`src/rtl/red_pitaya_sysbus_initiator.sv`:
```
// Single-outstanding initiator for the PS register bus: cmd valid/ready in, bus strobe, rsp out.
// Optional ack timeout is enabled by defining BUSINIT_TIMEOUT_EN.
module red_pitaya_sysbus_initiator #(
  parameter int unsigned AW      = 16,
  parameter int unsigned DW      = 32,
  parameter int unsigned TIMEOUT = 255
) (
  input  logic          clk_i,
  input  logic          rst_i,
  input  logic          cmd_valid_i,
  output logic          cmd_ready_o,
  input  logic          cmd_we_i,
  input  logic [AW-1:0] cmd_addr_i,
  input  logic [DW-1:0] cmd_wdata_i,
  output logic          rsp_valid_o,
  input  logic          rsp_ready_i,
  output logic [DW-1:0] rsp_rdata_o,
  output logic          rsp_err_o,
  output logic [AW-1:0] addr,
  output logic          wen,
  output logic          ren,
  output logic [DW-1:0] wdata,
  input  logic          ack,
  input  logic [DW-1:0] rdata,
  output logic          busy_o
);

  if (TIMEOUT < 2) begin : g_timeout_check
    $error("TIMEOUT must be at least 2");
  end

  localparam logic [1:0] StIdle   = 2'd0;
  localparam logic [1:0] StStrobe = 2'd1;
  localparam logic [1:0] StWait   = 2'd2;
  localparam logic [1:0] StResp   = 2'd3;

  logic [1:0]    state_q, state_d;
  logic          we_q, we_d;
  logic [AW-1:0] addr_q, addr_d;
  logic [DW-1:0] wdata_q, wdata_d;
  logic          wen_q, wen_d;
  logic          ren_q, ren_d;
  logic          cmd_ready_q, cmd_ready_d;
  logic          rsp_valid_q, rsp_valid_d;
  logic [DW-1:0] rsp_rdata_q, rsp_rdata_d;
  logic          rsp_err_q, rsp_err_d;
  logic          busy_q, busy_d;

`ifdef BUSINIT_TIMEOUT_EN
  localparam int unsigned CW = $clog2(TIMEOUT + 1);
  logic [CW-1:0] cnt_q, cnt_d;
`endif

  always_comb begin
    state_d     = state_q;
    we_d        = we_q;
    addr_d      = addr_q;
    wdata_d     = wdata_q;
    wen_d       = 1'b0;
    ren_d       = 1'b0;
    cmd_ready_d = cmd_ready_q;
    rsp_valid_d = rsp_valid_q;
    rsp_rdata_d = rsp_rdata_q;
    rsp_err_d   = rsp_err_q;
    busy_d      = busy_q;
`ifdef BUSINIT_TIMEOUT_EN
    cnt_d       = cnt_q;
`endif

    case (state_q)
      StIdle: begin
        if (cmd_valid_i && cmd_ready_q) begin
          we_d        = cmd_we_i;
          addr_d      = cmd_addr_i;
          wdata_d     = cmd_wdata_i;
          wen_d       = cmd_we_i;
          ren_d       = ~cmd_we_i;
          cmd_ready_d = 1'b0;
          busy_d      = 1'b1;
          state_d     = StStrobe;
        end
      end
      StStrobe, StWait: begin
`ifdef BUSINIT_TIMEOUT_EN
        if (state_q == StStrobe) begin
          cnt_d = '0;
        end else begin
          cnt_d = cnt_q + 1'b1;
        end
`endif
        if (ack) begin
          // Responder drives rdata only in the ack cycle; writes return 0.
          rsp_rdata_d = we_q ? '0 : rdata;
          rsp_err_d   = 1'b0;
          rsp_valid_d = 1'b1;
          addr_d      = '0;
          wdata_d     = '0;
          state_d     = StResp;
`ifdef BUSINIT_TIMEOUT_EN
        end else if (state_q == StWait && cnt_q == CW'(TIMEOUT - 1)) begin
          rsp_rdata_d = '0;
          rsp_err_d   = 1'b1;
          rsp_valid_d = 1'b1;
          addr_d      = '0;
          wdata_d     = '0;
          state_d     = StResp;
`endif
        end else begin
          state_d = StWait;
        end
      end
      StResp: begin
        if (rsp_ready_i) begin
          rsp_valid_d = 1'b0;
          rsp_rdata_d = '0;
          rsp_err_d   = 1'b0;
          cmd_ready_d = 1'b1;
          busy_d      = 1'b0;
          state_d     = StIdle;
        end
      end
      default: state_d = StIdle;
    endcase
  end

  always_ff @(posedge clk_i or posedge rst_i) begin
    if (rst_i) begin
      state_q     <= StIdle;
      we_q        <= 1'b0;
      addr_q      <= '0;
      wdata_q     <= '0;
      wen_q       <= 1'b0;
      ren_q       <= 1'b0;
      cmd_ready_q <= 1'b1;
      rsp_valid_q <= 1'b0;
      rsp_rdata_q <= '0;
      rsp_err_q   <= 1'b0;
      busy_q      <= 1'b0;
    end else begin
      state_q     <= state_d;
      we_q        <= we_d;
      addr_q      <= addr_d;
      wdata_q     <= wdata_d;
      wen_q       <= wen_d;
      ren_q       <= ren_d;
      cmd_ready_q <= cmd_ready_d;
      rsp_valid_q <= rsp_valid_d;
      rsp_rdata_q <= rsp_rdata_d;
      rsp_err_q   <= rsp_err_d;
      busy_q      <= busy_d;
    end
  end

`ifdef BUSINIT_TIMEOUT_EN
  always_ff @(posedge clk_i or posedge rst_i) begin
    if (rst_i) begin
      cnt_q <= '0;
    end else begin
      cnt_q <= cnt_d;
    end
  end
  assign rsp_err_o = rsp_err_q;
`else
  logic unused_err;
  assign unused_err = rsp_err_q;
  assign rsp_err_o  = 1'b0;
`endif

  assign cmd_ready_o = cmd_ready_q;
  assign rsp_valid_o = rsp_valid_q;
  assign rsp_rdata_o = rsp_rdata_q;
  assign addr        = addr_q;
  assign wen         = wen_q;
  assign ren         = ren_q;
  assign wdata       = wdata_q;
  assign busy_o      = busy_q;

endmodule

```
`config.mk`:
```
export PLATFORM = sky130hd
export DESIGN_NAME = red_pitaya_sysbus_initiator
export DESIGN_NICKNAME = d
export VERILOG_FILES = /design/src/rtl/red_pitaya_sysbus_initiator.sv
export SDC_FILE = /design/constraint.sdc
export NUM_CORES = 1
export LEC_CHECK = 0
export BUFFER_PORTS_ARGS = -buffer_cell sky130_fd_sc_hd__buf_2
export CAP_MARGIN = 20
export CORE_AREA = 4 4 131 108
export DETAILED_ROUTE_END_ITERATION = 10
export DIE_AREA = 0 0 135 112
export PLACE_DENSITY_LB_ADDON = 0.05
export SYNTH_ARGS = -nofsm -noshare
export SYNTH_HDL_FRONTEND = slang
export SYNTH_SLANG_ARGS = --single-unit
```
`constraint.sdc`:
```
create_clock -name clk_i -period 2.5 [get_ports clk_i]
set_input_delay 0.25 -clock clk_i [delete_from_list [all_inputs] [get_ports clk_i]]
set_output_delay 0.25 -clock clk_i [all_outputs]
set_load 0.05 [all_outputs]
```
==> impl_results.rst <==
.. list-table::
   :header-rows: 1

   * - Metric
     - Value
   * - Routed Antenna Nets
     - 0
   * - Compound-Gate Fraction of Synth Area
     - 9.445%
   * - Floorplan row count
     - 37
   * - Initial antenna violation count
     - 0
   * - Remaining design rule violation count
     - 0
   * - Number of gates resized after CTS
     - 0
   * - Number of distinct standard cells referenced by the synthesized netlist
     - 28
   * - Core area
     - 12730 sq um
   * - Placed cell area
     - 4822 sq um
   * - Most common cell after layout, fill and taps aside
     - sky130_fd_sc_hd__buf_2
   * - Xor/xnor share of the synthesized area
     - 0%
   * - Most frequent cells in the layout
     - 170 x sky130_fd_sc_hd__buf_2, 87 x sky130_fd_sc_hd__dfrtp_1, 42 x sky130_fd_sc_hd__nor2b_1
   * - Clock tree skew after final layout
     - 0.009157 ns
   * - Sink count of the clock tree
     - 88
   * - Number of buffers inserted during clock tree synthesis
     - 9
   * - Max H-tree Level
     - 3
   * - Number of register bits inferred by synthesis
     - 88
   * - Critical Path Source
     - state_q[0]
   * - Total Negative Setup Slacks
     - 0 ns
   * - Routability congestion estimate
     - 0.6984
   * - Kind of capture point of the worst setup path
     - register
   * - Global-route wire length before repair
     - 15240 um
   * - Vias per Instance
     - 4.357
   * - Final-report setup violation count
     - 0
   * - DIE WIDTH
     - 135 um
   * - Maximum clock insertion buffer count
     - 2
   * - Sequential-to-total area share from yosys stat
     - 58.16%
   * - Count of buffers inserted at the top-level ports
     - 170
   * - Area growth from synthesis to layout
     - 35.20%
   * - Mean cell area of the mapped netlist
     - 13.98 sq um
   * - Net total in the final layout
     - 530
   * - Ordered list of cells on the worst path
     - inv_1, ha_2, buf_4, nand2b_1, o211ai_1, buf_4, a22o_1
   * - Number of synthesized flops with an enable pin
     - 0
   * - CP arrival
     - 2.34 ns
   * - Fill cell instance count of the final layout
     - 1285
   * - Clock tree root buffer cell
     - sky130_fd_sc_hd__clkbuf_16
   * - Worst-case setup margin in the final layout
     - 0.4230 ns
   * - Post-DP HPWL
     - 6521 um
   * - RSZ-0062 raised after global routing
     - false
   * - TritonCTS clock tree
     - done
   * - Yosys top cell by area
     - sky130_fd_sc_hd__dfrtp_1
   * - Main combinational cell family by area after synthesis
     - multiplexers
   * - Fmax
     - 0.4815 GHz
   * - Fin. Hold Viols
     - 0
   * - Synthesized instance count
     - 271
   * - Wirelength, routed
     - 9487 um
   * - CP max stage cell
     - sky130_fd_sc_hd__buf_4
   * - Net count of the mapped netlist
     - 360
   * - Total count of max-transition violations in the final report
     - 0
   * - Count of pins on the block boundary
     - 172
   * - Antenna diode count
     - 0
   * - Simple-gate portion of the synthesized area
     - 9.808%
   * - Max incr delay on CP
     - 0.39 ns
   * - Pre-Repair DR Iteration Count
     - 3
   * - Launching point of the worst reg2reg path
     - state_q[0]
   * - Asr flop ratio synth
     - 100.0%
   * - Post-route design area
     - 5122 sq um
   * - Initial DRC count
     - 57
   * - Top_reg_cell synth
     - sky130_fd_sc_hd__dfrtp_1
   * - Vias in the first global route
     - 2874
   * - Cell repeated most along the worst path
     - sky130_fd_sc_hd__buf_4
   * - Biggest area contributors in the synthesized netlist
     - sky130_fd_sc_hd__dfrtp_1 57%, sky130_fd_sc_hd__mux2_2 8.6%, sky130_fd_sc_hd__mux2_4 7.9%
   * - Drt wl/cell
     - 15.28 um
   * - Pin count of the biggest net entering global routing
     - 89
   * - Run status
     - finished, final reports clean
   * - Final Critical Period
     - 2.077 ns
   * - Die Outline Area
     - 15120 sq um
   * - Worst hold path class
     - in -> async
   * - Highest fanout seen on the critical path
     - 38
   * - Count of synthesis-stage warnings from yosys
     - 0
   * - Clock network latency to the later pin of the worst-skew pair
     - 0.33 ns
   * - Synth Cell Area
     - 3789 sq um
   * - Fraction of layout cells with a size suffix above 1
     - 54.93%
   * - Die span in y
     - 112 um
   * - CTS clk-pin slew, worst paths
     - 0.06 ns
   * - Worst Setup Start Kind
     - register
   * - Share of Yosys cell area claimed by the top area cell type
     - 57.46%
   * - Worst slack at placement
     - 0.3967 ns
   * - Max-cap violations
     - 0
   * - Effective utilization at floorplan
     - 29.76%
   * - Endpoint required time on the critical path
     - 2.77 ns
   * - Postcts setup bufs
     - 0
   * - # hold bufs at CTS
     - 0
   * - Share of the cycle needed by the critical path after routing
     - 83.08%
   * - Hold WS
     - 0.04345 ns
   * - Start-to-end type of the worst setup path
     - reg -> reg
   * - Portion of netlist area occupied by mux cells
     - 17.34%
   * - Global-route congestion overflow total
     - 0
   * - Total global-route track usage
     - 12.61%
   * - Area share of fa/ha/maj cells after synthesis
     - 0.9908%
   * - Vias post-DR
     - 2706
## worst max-delay path: cells and delay by family, from the launching register on
kind	cells	cell delay, ns
compound gates	2	0.31
fa+ha+maj	1	0.37
buf+inv	3	0.82
flops	1	0.36
simple gates	1	0.13
## synthesized netlist by cell type (all sizes together) (2+ instances only)
cell type  number
inv             8
a22o           33
ha              3
and2b           6
a21oi           3
nor2            3
buf            14
mux2           49
nor2b          42
clkbuf          4
dfrtp          87
mux2i           3
nand2           3
nand2b          2
a21boi          3
## flip-flops by register name, summed over array words and instances (netlist names)
name / flops
rsp_rdata_o: 32
wdata: 32
addr: 16
state_q: 2
busy_o: 1
cmd_ready_o: 1
ren: 1
rsp_valid_o: 1
we_q: 1
wen: 1
## per-layer routing
layer	global-route usage (%)	share of wire, %
met4	3.224	0.82
met3	4.743	7.6
met2	18.59	44
met5	0	0
met1	17.50	48
## through the flow
step                      util (%)  instances
after floorplan                  -        271
after detailed placement     37.88        605
after global placement       37.88        605
after global routing         40.24        621
final                        40.24        621
after CTS                    40.24        621
## cell type report
class	instances	area, sq um	share of cell area, %
Tap cell	175	219.0	4.275
Clock buffer	12	246.5	4.812
Sequential cell	88	2203	43.01
Clock inverter	4	53.80	1.050
Inverter	8	33.78	0.6595
Multi-Input combinational cell	157	1438	28.07
Timing Repair Buffer	177	928.4	18.12
## worst paths after layout
kind / to / slack, ns / depth (start not counted)
min in group clk_i: ren / 0.08 / 2
worst max-delay path: rsp_rdata_o[31] / 0.42 / 7
worst min register to register: rsp_rdata_o[4] / 0.50 / 1
worst min-delay path: wdata[5] / 0.04 / 3
max in group asynchronous: addr[2] / 2.06 / 3
worst max register to register: rsp_rdata_o[31] / 0.42 / 7
## cells by family (layout without fill, tap and decap cells)
kind of cell,Yosys count,in the layout
flops,88,88
simple gates,58,58
mux,52,52
compound gates,43,43
buf+inv,26,201
fa+ha+maj,3,3
other cells,1,1
Power is left out: the tool's default activity adds up to more than one toggle a clock period on the data nets, which glitch-free logic cannot reach.
